### config.mk
export PLATFORM = sky130hd
export DESIGN_NAME = hazard_controller
export DESIGN_NICKNAME = d
export VERILOG_FILES = /design/src/rtl/hazard_controller.sv
export SDC_FILE = /design/constraint.sdc
export NUM_CORES = 1
export LEC_CHECK = 0
export ABC_AREA = 1
export ABC_CLOCK_PERIOD_IN_PS = 2029
export CORE_MARGIN = 2
export CORE_UTILIZATION = 40
export DETAILED_ROUTE_END_ITERATION = 12
export PLACE_DENSITY = 0.67
export SETUP_SLACK_MARGIN = 0.5
export SYNTH_ARGS = -nofsm -noshare
export SYNTH_HDL_FRONTEND = slang
export SYNTH_SLANG_ARGS = --single-unit
### constraint.sdc
create_clock -name Clk -period 2.03 [get_ports Clk]
set_input_delay 0.406 -clock Clk [delete_from_list [all_inputs] [get_ports Clk]]
set_output_delay 0.406 -clock Clk [all_outputs]
set_load 0.02 [all_outputs]
### src/rtl/hazard_controller.sv
// hazard_controller: stall/flush sequencer for the 5-stage pipeline.
// It also schedules the mul/div unit and keeps a debug stall state and counter.
module hazard_controller #(
    parameter int MD_LATENCY = 8,
    parameter int CNT_W      = 32
) (
    input  logic             Clk,
    input  logic             Reset_n,
    input  logic [4:0]       ID_Rs,
    input  logic [4:0]       ID_Rt,
    input  logic             ID_UsesRs,
    input  logic             ID_UsesRt,
    input  logic             ID_isBranch,
    input  logic             ID_isMulDiv,
    input  logic             ID_ReadsHiLo,
    input  logic             ID_TakeBranch,
    input  logic [4:0]       EX_WriteReg,
    input  logic             EX_RegWrite,
    input  logic             EX_MemRead,
    input  logic             Freeze,
    output logic             PCWrite,
    output logic             IF_ID_Write,
    output logic             IF_ID_Flush,
    output logic             ID_EX_Write,
    output logic             ID_EX_Flush,
    output logic             MD_Start,
    output logic             MD_Busy,
    output logic [1:0]       State,
    output logic [CNT_W-1:0] StallCount
);
    typedef enum logic [1:0] {RUN, HAZ, MDWAIT, FROZEN} state_t;

    state_t           state_q;
    logic [3:0]       md_cnt_q, md_cnt_d;
    logic [CNT_W-1:0] cnt_q;
    logic             rs_hit, rt_hit, load_use, br_ex, md_haz, stall, fe_en, go;

    assign rs_hit   = (ID_Rs != 5'd0) && (ID_Rs == EX_WriteReg);
    assign rt_hit   = (ID_Rt != 5'd0) && (ID_Rt == EX_WriteReg);
    assign load_use = EX_MemRead & EX_RegWrite & ((ID_UsesRs & rs_hit) | (ID_UsesRt & rt_hit));
    assign br_ex    = ID_isBranch & EX_RegWrite & (rs_hit | rt_hit);
    assign md_haz   = (ID_isMulDiv | ID_ReadsHiLo) & MD_Busy;
    assign stall    = load_use | br_ex | md_haz;

    // Reset and Freeze both hold the front end; only a stall injects a bubble.
    assign fe_en       = Reset_n & ~Freeze;
    assign go          = fe_en & ~stall;
    assign PCWrite     = go;
    assign IF_ID_Write = go;
    assign IF_ID_Flush = go & ID_TakeBranch;
    assign ID_EX_Write = fe_en;
    assign ID_EX_Flush = fe_en & stall;
    assign MD_Start    = go & ID_isMulDiv;
    assign MD_Busy     = md_cnt_q != 4'd0;
    assign md_cnt_d    = MD_Start ? 4'(MD_LATENCY) : md_cnt_q - {3'd0, MD_Busy};
    assign State       = state_q;
    assign StallCount  = cnt_q;

    always_ff @(posedge Clk or negedge Reset_n) begin
        if (!Reset_n) begin
            md_cnt_q <= 4'd0;
            state_q  <= RUN;
            cnt_q    <= '0;
        end else begin
            md_cnt_q <= md_cnt_d;
            state_q  <= Freeze ? FROZEN : md_haz ? MDWAIT : (load_use | br_ex) ? HAZ : RUN;
            if (!PCWrite && cnt_q != '1)
                cnt_q <= cnt_q + CNT_W'(1);
        end
    end
endmodule

==> metrics.log, run 1 <==
INFO  metric hp-class = in -> async
INFO  metric max-cap-violations = 0
INFO  metric timing.max_slew.rel_slack = between 60 and 70%
INFO  metric synth_enable_flop_cells = 0
INFO  metric cts_root_buf = clkbuf_8
INFO  metric route.antenna.remaining_nets = 0
INFO  metric critPathArrivalTime = 1.50 ns
INFO  metric critical_path_class = in -> out
INFO  metric drtIter0Drc = around 170
INFO  metric clkLatencyLatePin = between 0.2 and 0.3 ns
INFO  metric setup.worst_path.end_class = primary output
INFO  metric grt_antenna_before_repair = 0
INFO  metric drt_drc_violations_left = 0
INFO  metric grt_pass1_vias = ~2500
INFO  metric power-per-cell-area = about 700 mW/mm²
INFO  metric num_vias = about 2700
INFO  metric worst_clock_skew = approximately 0.0093 ns
INFO  metric pre_cts_slack = -0.839 ns
INFO  metric worstPathRequired = 1.62 ns
INFO  metric irDropWorstVdd = roughly 620 µV
INFO  metric timing.final.crit_share = a little over nine tenths
INFO  metric globalRouteOverflowTotal = 0
INFO  metric drt-pass1-iter-count = 4
INFO  metric hold_slack = 0.164 ns
INFO  metric mostFrequentLayoutCell = nand2_1
INFO  metric cts_buffers = 5
INFO  metric hpwlAfterDp = 5.34 mm
INFO  metric floorplan.initialDensity = 41.5%
INFO  metric vias_per_cell = between 4 and 5
INFO  metric finalCoreUtilization = 60.1%
INFO  metric number_of_nets_in_the_layout = between 500 and 600
INFO  metric clk_transition_reported_paths = 0.07 ns
INFO  metric synthArstFlopShare = 100%
INFO  metric die-height = 85.4 µm
INFO  metric regToRegSetupSlack = ~0.32 ns
INFO  metric fp-row-count = 29
INFO  metric ys_seq_area_share = between 30% and 40%
INFO  metric fmax = between 500 and 600 MHz
INFO  metric worst-path-max-fanout = 5
INFO  metric n_antenna_cell = 0
INFO  metric total_leakage_power = approximately 2.4 nW
INFO  metric track_usage = between 10% and 20%
INFO  metric grt_first_pass_wirelength = about 12 mm
INFO  metric h-tree-depth = 2
INFO  metric tightestPinTransition = around 0.50 ns
INFO  metric postSynthRegisterBits = 38
INFO  metric tritoncts = yes
INFO  metric synth_area = about 0.0027 mm²
INFO  metric gp_congestion = between 0.9 and 1
INFO  metric numPortBuffers = 66
INFO  metric area_growth_syn_to_layout = 44.8%
INFO  metric outcome = finished, final reports clean
INFO  metric synth_cells = 395
INFO  metric synth.avg_cell_area = 6.72 µm²
INFO  metric report.final.setup_viol = 0
INFO  metric boundaryPins = 67
INFO  metric layout-drive-gt1-share = between 20% and 30%
INFO  metric grt_max_degree = 39
INFO  metric critPathLaunchType = primary input
INFO  metric layout.cells.most_common_list = nand2_1, nand3_1, inv_1
INFO  metric grt_setup_unrepaired = yes
INFO  metric synthDistinctLibCells = 26
INFO  metric die_area = around 0.0073 mm²
INFO  metric drt_wl_total = ~7.1 mm
INFO  metric finalMaxSlewViolations = 0
INFO  metric ys.warnings.count = 0
INFO  metric synthesis.nets = between 400 and 500
INFO  metric synth_ff_type = dfrtp_1
INFO  metric cts_max_path_buffers = 2
INFO  metric die_w = around 85 µm
INFO  metric routed_length_per_placed_instance = between 10 and 15 µm
INFO  metric setup_slack = 0.129 ns
INFO  metric hold_viol = 0
INFO  metric floorplan.core_area = 0.00639 mm²
INFO  metric cts.sink_count = 38
INFO  metric period_minus_slack = between 1.5 and 2 ns
power by group:
part / leakage [nW] / internal [W] / switching [W] / total (W)
Combinational: 1.86 / 0.000563 / 0.000538 / 0.00110
Sequential: 0.490 / 0.000886 / 0.000138 / 0.00102
Clock: 0.0455 / 0.000277 / 0.000264 / 0.000542
Total: 2.40 / 0.00173 / 0.000941 / 0.00267
repair_timing:
| action | CTS | global route |
|---|---|---|
| hold buffers | 0 | 0 |
| setup buffers | 2 | 11 |
| pin swaps | 17 | 13 |
| gates resized for setup | 103 | 58 |
| setup endpoints to repair | 77 | 77 |
metal layers:
| layer | track usage, % | vias to the layer above | part of all wire (%) |
|---|---|---|---|
| li1 | - | 1407 | - |
| met1 | 27.9 | 1258 | 47 |
| met2 | 30.7 | 62 | 48 |
| met3 | 2.72 | 9 | 4.4 |
| met4 | 5.05 | 0 | 1.1 |
| met5 | 0 | - | 0 |
critical path, cell delays in order:
cell,delay [ns]
clkdlybuf4s50_1,0.46
o21ai_4,0.20
nand3_4,0.17
nor2_4,0.14
buf_6,0.12
cell usage after synthesis, types with 2 or more instances:
| cell | instances | area share, % |
|---|---|---|
| nand4_1 | 2 | 0.47 |
| nor2_1 | 38 | 5.4 |
| clkbuf_1 | 4 | 0.57 |
| nand2_1 | 150 | 21 |
| buf_2 | 3 | 0.57 |
| xnor2_1 | 13 | 4.3 |
| dfrtp_1 | 38 | 36 |
| ha_1 | 3 | 1.4 |
| buf_4 | 4 | 1.1 |
| a21oi_1 | 2 | 0.38 |
| nand3b_1 | 2 | 0.57 |
| inv_2 | 3 | 0.42 |
| nor3_1 | 15 | 2.8 |
| xor2_1 | 18 | 5.9 |
| nand3_2 | 2 | 0.75 |
| inv_1 | 39 | 5.5 |
| nand3_1 | 47 | 8.9 |
| o21bai_1 | 4 | 1.1 |
path summary, 6_finish.rpt:
check / startpoint / endpoint / cells after the start
worst max register to register: StallCount[6] / StallCount[22] / 7
max in group asynchronous: Reset_n / StallCount[23] / 2
worst max-delay path: ID_ReadsHiLo / IF_ID_Flush / 5
worst min-delay path: Reset_n / StallCount[28] / 2
worst min register to register: StallCount[8] / StallCount[8] / 2
min in group Clk: Freeze / State[0] / 3
registers in the layout (all words and copies together) (netlist names):
name and count:
md_cnt_q 4, State 2, StallCount 32
kinds of logic (layout without fill, tap and decap cells):
family	count (synthesis)	in the layout	synth area share, %
AO/OA/AOI/OAI	8	8	1.98
AND/OR/NAND/NOR	262	262	42.3
flip-flops	38	38	35.8
buffers and inverters	53	143	8.21
XOR/XNOR	31	31	10.2
adder cells (fa/ha/maj)	3	3	1.42
metrics by stage:
| step | power [W] | cell area [µm²] | TNS, ns | std cells |
|---|---|---|---|---|
| finish | 0.00267 | 3840 | 0 | 562 |
| global route | 0.00285 | 3840 | 0 | 562 |
| CTS | 0.00258 | 3620 | 0 | 551 |
| detailed placement | 0.00203 | 3560 | -22.18 | 541 |
| global placement | 0.00200 | 3560 | -20.54 | 541 |
| floorplan | 0.00163 | 2770 | 0 | 395 |
cell type report:
type	count	area, µm²
Multi-Input combinational cell	304	1640
Timing Repair Buffer	93	876
Fill cell	606	2540
Tap cell	77	96.3
Clock buffer	8	90.1
Inverter	42	173
Sequential cell	38	963
Power figures use the tool's default switching activity.
==> run 2: changes to the inputs <==
--- a/config.mk
+++ b/config.mk
@@ -8,9 +8,9 @@
 export ABC_AREA = 1
 export ABC_CLOCK_PERIOD_IN_PS = 2029
 export CORE_MARGIN = 2
-export CORE_UTILIZATION = 40
+export CORE_UTILIZATION = 50
 export DETAILED_ROUTE_END_ITERATION = 12
-export PLACE_DENSITY = 0.67
+export PLACE_DENSITY = 0.81
 export SETUP_SLACK_MARGIN = 0.5
 export SYNTH_ARGS = -nofsm -noshare
 export SYNTH_HDL_FRONTEND = slang
==> run 2 against run 1 <==
Net effect: clock skew is 0.0012 ns lower; sequential power is essentially flat; final area grew 12%; die area fell by 19%; combinational power is 18% higher; critical path depth increased by 1; clock power is 18% higher; total power rose by 11%; fmax decreased by 1.1%; register-to-register slack got worse by 0.15 ns; first-iteration DRC count increased by 35%; global-route usage up 9.8 points; critical path type is now reg -> out.
==> metrics.log, run 2 (same netlist as run 1, synthesis figures left out) <==
INFO  metric outcome = finished, final reports clean (unchanged)
INFO  metric drt_drc_violations_left = 0 (unchanged)
INFO  metric tightestPinTransition = 0.495 ns (was 0.502 ns)
INFO  metric fin_total_pwr = 0.00297 W (was 0.00267 W)
INFO  metric worst-path-max-fanout = 5 (unchanged)
INFO  metric hpwlAfterDp = 5.51 mm (was 5.34 mm)
INFO  metric num_vias = 3113 (was 2736)
INFO  metric instances_no_fill = 582 (was 562)
INFO  metric grt_first_pass_wirelength = 13.7 mm (was 11.5 mm)
INFO  metric grt_setup_unrepaired = yes (unchanged)
INFO  metric critPathLaunchType = register (was primary input)
INFO  metric pre_cts_slack = -0.836 ns (was -0.839 ns)
INFO  metric floorplan.initialDensity = 51.9% (was 41.5%)
INFO  metric finalMaxSlewViolations = 0 (unchanged)
INFO  metric numPortBuffers = 66 (unchanged)
INFO  metric critPathArrivalTime = 1.52 ns (was 1.50 ns)
INFO  metric report.final.setup_viol = 0 (unchanged)
INFO  metric setup_tns = 0 ns (unchanged)
INFO  metric cts_root_buf = clkbuf_8 (unchanged)
INFO  metric total_leakage_power = 2.34 nW (was 2.40 nW)
INFO  metric floorplan.core_area = 0.00511 mm² (was 0.00639 mm²)
INFO  metric critical_path_class = reg -> out (was in -> out)
INFO  metric dp.cells = 533 (was 541)
INFO  metric setup_slack = 0.107 ns (was 0.129 ns)
INFO  metric number_of_nets_in_the_layout = 540 (was 513)
INFO  metric grt_pass1_vias = 2850 (was 2534)
INFO  metric timing.max_slew.rel_slack = 67.0% (was 66.5%)
INFO  metric hold_viol = 0 (unchanged)
INFO  metric h-tree-depth = 2 (unchanged)
INFO  metric clk_transition_reported_paths = 0.08 ns (was 0.07 ns)
INFO  metric cts_buffers = 5 (unchanged)
INFO  metric area_growth_syn_to_layout = 62.4% (was 44.8%)
INFO  metric grt_antenna_before_repair = 0 (unchanged)
INFO  metric die_w = 76.8 µm (was 85.4 µm)
INFO  metric setup.worst_path.end_class = primary output (unchanged)
INFO  metric finalCoreUtilization = 84.3% (was 60.1%)
INFO  metric fillCellCount = 315 (was 606)
INFO  metric p_clk_share = 21.6% (was 20.3%)
INFO  metric gp_congestion = 1.00 (was 0.949)
INFO  metric globalRouteOverflowTotal = 0 (unchanged)
INFO  metric p_switching = 0.00107 W (was 0.000941 W)
INFO  metric irDropWorstVdd = 721 µV (was 623 µV)
INFO  metric seq_power_share = 34.7% (was 38.4%)
INFO  metric cpPeakStageDelay = 0.40 ns (was 0.46 ns)
INFO  metric grt_max_degree = 39 (unchanged)
INFO  metric cts.sink_count = 38 (unchanged)
INFO  metric cellInternalPower = 0.00191 W (was 0.00173 W)
INFO  metric seq_area = 973 µm² (was 963 µm²)
INFO  metric vias_per_cell = 5.35 (was 4.87)
INFO  metric die-height = 76.8 µm (was 85.4 µm)
INFO  metric timing.final.crit_share = 94.7% (was 93.7%)
INFO  metric fmax = 520 MHz (was 526 MHz)
INFO  metric fp-row-count = 26 (was 29)
INFO  metric drt-pass1-iter-count = 4 (unchanged)
INFO  metric n_antenna_cell = 0 (unchanged)
INFO  metric track_usage = 29.2% (was 19.4%)
INFO  metric routed_length_per_placed_instance = 15.7 µm (was 12.6 µm)
INFO  metric cts_max_path_buffers = 2 (unchanged)
INFO  metric hp-class = in -> async (unchanged)
INFO  metric clkLatencyLatePin = 0.30 ns (was 0.29 ns)
INFO  metric period_minus_slack = 1.92 ns (was 1.90 ns)
INFO  metric layout-drive-gt1-share = 38.5% (was 21.4%)
INFO  metric switching_share = 35.9% (was 35.3%)
INFO  metric multi_input_area = 0.00186 mm² (was 0.00164 mm²)
INFO  metric tritoncts = yes (unchanged)
INFO  metric worstPathRequired = 1.62 ns (about the same)
INFO  metric route.antenna.remaining_nets = 0 (unchanged)
INFO  metric max-cap-violations = 0 (unchanged)
INFO  metric share_comb_of_total_power = 43.6% (was 41.3%)
INFO  metric mostFrequentLayoutCell = nand2_1 (unchanged)
INFO  metric drt_wl_total = 9.15 mm (was 7.08 mm)
INFO  metric boundaryPins = 67 (unchanged)
INFO  metric largest_register_ffs = 32 (unchanged)
INFO  metric die_area = 0.00590 mm² (was 0.00730 mm²)
INFO  metric timing.critical_path.cells = nor2_2 > nand3_2 > o21ai_4 > nand3_4 > nor2_4 > buf_6 (was clkdlybuf4s50_1 > o21ai_4 > nand3_4 > nor2_4 > buf_6)
INFO  metric layout.cells.most_common_list = nand2_1, buf_4, nand3_1 (was nand2_1, nand3_1, inv_1)
INFO  metric power-per-cell-area = 690 mW/mm² (was 694 mW/mm²)
INFO  metric drtIter0Drc = 224 (was 166)
INFO  metric worst_clock_skew = 0.00806 ns (was 0.00931 ns)
INFO  metric timing.critical_path.slowest_stage_cell = dfrtp_1 (was clkdlybuf4s50_1)
INFO  metric number_of_hold_repair_buffers_added_at_the_cts_stage = 0 (unchanged)
==> run 2: cell types whose count changed in the layout (fill, tap and decap cells not counted), sizes merged <==
cell           before  now
bufbuf              0    1
dlygate4sd2         2   25
clkdlybuf4s50       4    2
bufinv              0    1
dlymetal6s2s       33    0
clkdlybuf4s15       4    9
clkbuf             11   18
buf                47   72
==> run 2: final timing paths <==
check                              startpoint             end  slack [ns]  cells past startpoint
worst max-delay path              md_cnt_q[1]        MD_Start        0.11                      6
worst min register to register  StallCount[4]   StallCount[4]        0.54                      2
max in group asynchronous             Reset_n   StallCount[9]        1.48                      2
worst max register to register  StallCount[6]  StallCount[22]        0.17                      7
worst min-delay path                  Reset_n        State[1]        0.17                      2
min in group Clk                       Freeze        State[0]        0.50                      3
==> run 2: cell type report <==
type	count	share of cell area, %
Clock buffer	7	1.77
Sequential cell	38	22.6
Timing Repair Buffer	120	25.7
Inverter	42	4.01
Multi-Input combinational cell	304	43.2
Tap cell	70	2.03
Clock inverter	1	0.697
==> run 2: worst max-delay path: cells and delay by family, from the launching register on <==
family                 cells  cell delay [ns]
DFF                        1             0.40
buffers and inverters      1             0.12
AOI/OAI and AO/OA          1             0.10
and+or+nand+nor            4             0.59
==> run 2: per-stage QoR <==
stage / instance area [µm²] / hold WS (ns)
4_1_cts: 3860 / 0.188
3_3_place_gp: 3540 / 0.493
3_5_place_dp: 3540 / 0.502
2_1_floorplan: 2770 / 0.110
6_report: 4310 / 0.170
5_1_grt: 4310 / 0.208
==> run 2: what timing repair did <==
item	4_1_cts	5_1_grt
setup endpoints to repair	77	60
buffers inserted	19	18
gates cloned	2	2
gates resized for setup	171	111
pin swaps	26	30
==> run 2: routing by layer <==
metal | routed length [µm] | track usage [%]
met4 | 310 | 10.7
met5 | 0 | 0
met1 | 3600 | 37.0
met2 | 4600 | 49.1
met3 | 635 | 5.88
==> run 2: power groups by stage <==
stage          Combinational [W]  Clock (W)  Sequential [W]
2_1_floorplan           0.000517          0         0.00111
3_3_place_gp            0.000951          0         0.00104
3_5_place_dp            0.000983          0         0.00104
4_1_cts                  0.00108   0.000651         0.00103
5_1_grt                  0.00142   0.000693         0.00105
6_report                 0.00130   0.000642         0.00103
==> run 3: changes to the inputs <==
--- a/config.mk
+++ b/config.mk
@@ -5,11 +5,11 @@
 export SDC_FILE = /design/constraint.sdc
 export NUM_CORES = 1
 export LEC_CHECK = 0
-export ABC_AREA = 1
 export ABC_CLOCK_PERIOD_IN_PS = 2029
-export CORE_MARGIN = 2
-export CORE_UTILIZATION = 50
+export CORE_MARGIN = 10
+export CORE_UTILIZATION = 47
 export DETAILED_ROUTE_END_ITERATION = 12
+export GPL_TIMING_DRIVEN = 0
 export PLACE_DENSITY = 0.81
 export SETUP_SLACK_MARGIN = 0.5
 export SYNTH_ARGS = -nofsm -noshare
==> run 3 against run 2 <==
Net effect: the run now ends with hold timing, setup timing left; clock skew fell by 0.00069 ns; core utilization rose by 4.8 points; register-to-register slack got worse by 0.32 ns; highest routed layer unchanged.
==> metrics.log, run 3 <==
INFO  metric outcome = complete, but fails checks (was finished, final reports clean)
INFO  metric failed_checks = hold timing, setup timing
INFO  metric tightestPinTransition = 0.458 ns (was 0.495 ns)
INFO  metric setup.worst_path.end_class = primary output (unchanged)
INFO  metric clkLatencyLatePin = 0.30 ns (about the same)
INFO  metric globalRouteOverflowTotal = 0 (unchanged)
INFO  metric boundaryPins = 67 (unchanged)
INFO  metric synth.most_common_cell = dfrtp_1 (was nand2_1)
INFO  metric hpwlAfterDp = 4.44 mm (was 5.51 mm)
INFO  metric hp-class = in -> async (unchanged)
INFO  metric cellInternalPower = 0.00227 W (was 0.00191 W)
INFO  metric use_met2 = 31.7% (was 49.1%)
INFO  metric die-height = 87.7 µm (was 76.8 µm)
INFO  metric seq_power_share = 32.4% (was 34.7%)
INFO  metric num_vias = 2216 (was 3113)
INFO  metric synthTopCellsByArea = dfrtp_1, xor2_1, nor4_2, nand2_1, nor3_1 (was dfrtp_1, nand2_1, nand3_1, xor2_1, inv_1)
INFO  metric worstPathRequired = 1.62 ns (about the same)
INFO  metric pre_cts_slack = -1.42 ns (was -0.836 ns)
INFO  metric largest_register_ffs = 32 (unchanged)
INFO  metric report.final.setup_viol = 38 (was 0)
INFO  metric area_growth_syn_to_layout = 81.4% (was 62.4%)
INFO  metric fillCellCount = 195 (was 315)
INFO  metric timing.final.crit_share = 121% (was 94.7%)
INFO  metric worst_path_dominant_cell_family = simple AND/OR/NAND/NOR gates (unchanged)
INFO  metric fin_total_pwr = 0.00385 W (was 0.00297 W)
INFO  metric grt_pass1_vias = 2203 (was 2850)
INFO  metric vias_per_cell = 6.05 (was 5.35)
INFO  metric p_switching = 0.00158 W (was 0.00107 W)
INFO  metric grt_antenna_before_repair = 1 (was 0)
INFO  metric layout.cells.most_common_list = xor2_1, dfrtp_1, buf_4 (was nand2_1, buf_4, nand3_1)
INFO  metric routed_length_per_placed_instance = 23.4 µm (was 15.7 µm)
INFO  metric irDropWorstVdd = 696 µV (was 721 µV)
INFO  metric synth.largest_area_cell = dfrtp_1 (unchanged)
INFO  metric floorplan.core_area = 0.00438 mm² (was 0.00511 mm²)
INFO  metric grt_setup_unrepaired = yes (unchanged)
INFO  metric multi_input_area = 0.00170 mm² (was 0.00186 mm²)
INFO  metric met1_layer_usage_reported_by_global_route = 19.0% (was 37.0%)
INFO  metric timing.critical_path.cells = or4_4 > o21ai_4 > nand2_2 > nor3_4 > buf_6 > and2_4 > buf_6 (was nor2_2 > nand3_2 > o21ai_4 > nand3_4 > nor2_4 > buf_6)
INFO  metric fmax = 406 MHz (was 520 MHz)
INFO  metric hold_slack = -0.0675 ns (was 0.170 ns)
INFO  metric critPathLaunchType = register (unchanged)
INFO  metric worst-path-max-fanout = 5 (unchanged)
INFO  metric timing.max_slew.rel_slack = 69.4% (was 67.0%)
INFO  metric synth.top_cells.by_count = dfrtp_1, xor2_1, nand2_1, nor3_1, nor4_2 (was nand2_1, nand3_1, inv_1, dfrtp_1, nor2_1)
INFO  metric regToRegSetupSlack = -0.15 ns (was 0.17 ns)
INFO  metric numPortBuffers = 66 (unchanged)
INFO  metric synth_enable_flop_cells = 0 (unchanged)
INFO  metric track_usage = 18.2% (was 29.2%)
INFO  metric tritoncts = yes (unchanged)
INFO  metric synthDistinctLibCells = 32 (was 26)
INFO  metric ys_seq_area_share = 44.1% (was 35.8%)
INFO  metric grt_use_met3 = 6.31% (was 5.88%)
INFO  metric max-cap-violations = 0 (unchanged)
INFO  metric layout-drive-gt1-share = 47.9% (was 38.5%)
INFO  metric p_clk_share = 21.4% (was 21.6%)
INFO  metric cts_max_path_buffers = 2 (unchanged)
INFO  metric critical_path_class = reg -> out (unchanged)
INFO  metric cpPeakStageDelay = 0.58 ns (was 0.40 ns)
INFO  metric rr_endpoint = StallCount[28] (was StallCount[22])
INFO  metric cts.sink_count = 38 (unchanged)
INFO  metric mostFrequentLayoutCell = xor2_1 (was nand2_1)
INFO  metric share_comb_of_total_power = 46.2% (was 43.6%)
INFO  metric synth_cells = 209 (was 395)
INFO  metric gr-max-usage-layer = met2 (unchanged)
INFO  metric fp-row-count = 24 (was 26)
INFO  metric timing.rr.start = md_cnt_q[0] (was StallCount[6])
INFO  metric power-per-cell-area = 985 mW/mm² (was 690 mW/mm²)
INFO  metric hold_viol = 38 (was 0)
INFO  metric ys.warnings.count = 0 (unchanged)
INFO  metric switching_share = 41.0% (was 35.9%)
INFO  metric number_of_nets_in_the_layout = 341 (was 540)
INFO  metric die_w = 87.7 µm (was 76.8 µm)
INFO  metric cts_buffers = 5 (unchanged)
INFO  metric die_area = 0.00769 mm² (was 0.00590 mm²)
INFO  metric seq_area = 968 µm² (was 973 µm²)
INFO  metric floorplan.initialDensity = 49.1% (was 51.9%)
INFO  metric worst_clock_skew = 0.00737 ns (was 0.00806 ns)
INFO  metric postSynthRegisterBits = 38 (unchanged)
INFO  metric route.antenna.remaining_nets = 0 (unchanged)
INFO  metric synth_ff_type = dfrtp_1 (unchanged)
INFO  metric total_leakage_power = 1.55 nW (was 2.34 nW)
INFO  metric cp.buffers_inverters = 2 (was 1)
INFO  metric drtIter0Drc = 156 (was 224)
INFO  metric timing.critical_path.slowest_stage_cell = or4_4 (was dfrtp_1)
INFO  metric grt_first_pass_wirelength = 11.1 mm (was 13.7 mm)
INFO  metric drt_wl_total = 8.56 mm (was 9.15 mm)
INFO  metric grt_max_degree = 40 (was 39)
INFO  metric critPathArrivalTime = 2.06 ns (was 1.52 ns)
INFO  metric synth_area = 0.00215 mm² (was 0.00265 mm²)
INFO  metric synthArstFlopShare = 100% (unchanged)
INFO  metric crit_top_cell = buf_6
INFO  metric synth.top_cell.area_share = 44.1% (was 35.8%)
INFO  metric finalMaxSlewViolations = 0 (unchanged)
INFO  metric cts_root_buf = clkbuf_8 (unchanged)
INFO  metric r2r_cells = 9 (was 7)
INFO  metric drt-pass1-iter-count = 4 (unchanged)
INFO  metric setup_slack = -0.435 ns (was 0.107 ns)
INFO  metric synthesis.nets = 238 (was 424)
INFO  metric drt_drc_violations_left = 0 (unchanged)
INFO  metric setup_tns = -5.64 ns (was 0 ns)
INFO  metric gp_congestion = 0.788 (was 1.00)
INFO  metric h-tree-depth = 2 (unchanged)
INFO  metric period_minus_slack = 2.46 ns (was 1.92 ns)
INFO  metric synth.avg_cell_area = 10.3 µm² (was 6.72 µm²)
INFO  metric clk_transition_reported_paths = 0.08 ns (about the same)
==> run 3: changes by cell type after synthesis, moves of 4 or more <==
cell / previous run / this run
nand2_1: 150 / 22
and3_1: 0 / 4
nor2_1: 38 / 13
and2_1: 0 / 4
nor4_2: 0 / 14
o21bai_1: 4 / 0
nand3_1: 47 / 8
xnor2_1: 13 / 5
clkbuf_1: 4 / 0
inv_1: 39 / 5
nand4_1: 2 / 10
xor2_1: 18 / 35
==> run 3: metal layers <==
layer / wire length, µm / part of all wire, % / vias to the layer above
met5: 0 / 0 / -
met4: 358 / 4.2 / 0
met3: 509 / 5.9 / 39
met2: 4550 / 53 / 106
met1: 3140 / 37 / 1132
li1: - / - / 939
==> run 3: stage by stage <==
stage                     utilization (%)  cells  hold WS, ns  instance area (µm²)
after floorplan                         -    209        0.110                 2360
after global placement               70.5    327        0.463                 3090
after detailed placement             70.3    327        0.466                 3080
after CTS                            82.6    355      -0.0576                 3620
after global routing                 89.1    366      -0.0683                 3910
final                                89.1    366      -0.0675                 3910
==> run 3: logic make-up after synthesis <==
kind of cell / count (synthesis) / synth area share (%)
AND/OR/NAND/NOR: 107 / 31.8
flip-flops: 38 / 44.1
multiplexers: 2 / 1.05
XOR/XNOR: 40 / 16.3
adder cells (fa/ha/maj): 3 / 1.74
buffers and inverters: 11 / 2.96
AO/OA/AOI/OAI: 8 / 2.09
==> run 3: how the worst max path moves through the flow <==
stage / start / cells past startpoint / endpoint
detailed placement: ID_Rs[0] / 8 / IF_ID_Flush
CTS: ID_Rt[3] / 9 / IF_ID_Flush
global placement: Reset_n / 7 / IF_ID_Flush
floorplan: md_cnt_q[0] / 6 / IF_ID_Flush
finish: md_cnt_q[0] / 7 / IF_ID_Flush
global route: md_cnt_q[0] / 7 / IF_ID_Flush
==> run 3: power groups by stage <==
stage	clock network (W)	logic [W]	registers, W
after global routing	0.000854	0.00187	0.00127
after detailed placement	0	0.00130	0.00120
after floorplan	0	0.000626	0.00134
final	0.000824	0.00178	0.00125
after global placement	0	0.00127	0.00119
after CTS	0.000813	0.00142	0.00119
==> run 3: worst reg2reg max path, delay by kind of cell (launching register included) <==
family | cells | cell delay (ns)
compound gates | 1 | 0.10
xor+xnor | 1 | 0.16
buf+inv | 3 | 0.51
flops | 1 | 0.40
simple gates | 4 | 0.89
==> run 3: layout make-up <==
cell class / count / area share [%]
multi-input cells: 160 / 43.4
clock buffers: 6 / 2.11
well taps: 52 / 1.67
clock inverters: 2 / 1.54
flip-flops and latches: 38 / 24.8
inverters: 5 / 0.480
diodes: 1 / 0.0640
repair buffers: 96 / 23.3
plain buffers: 6 / 2.59
==> run 3: repair_timing <==
action / CTS / global route
buffers inserted: 19 / 9
hold endpoints to repair: 38 / 38
cloned: 1 / 1
pin swaps: 25 / 35
resized for setup: 177 / 67
setup endpoints to repair: 78 / 57
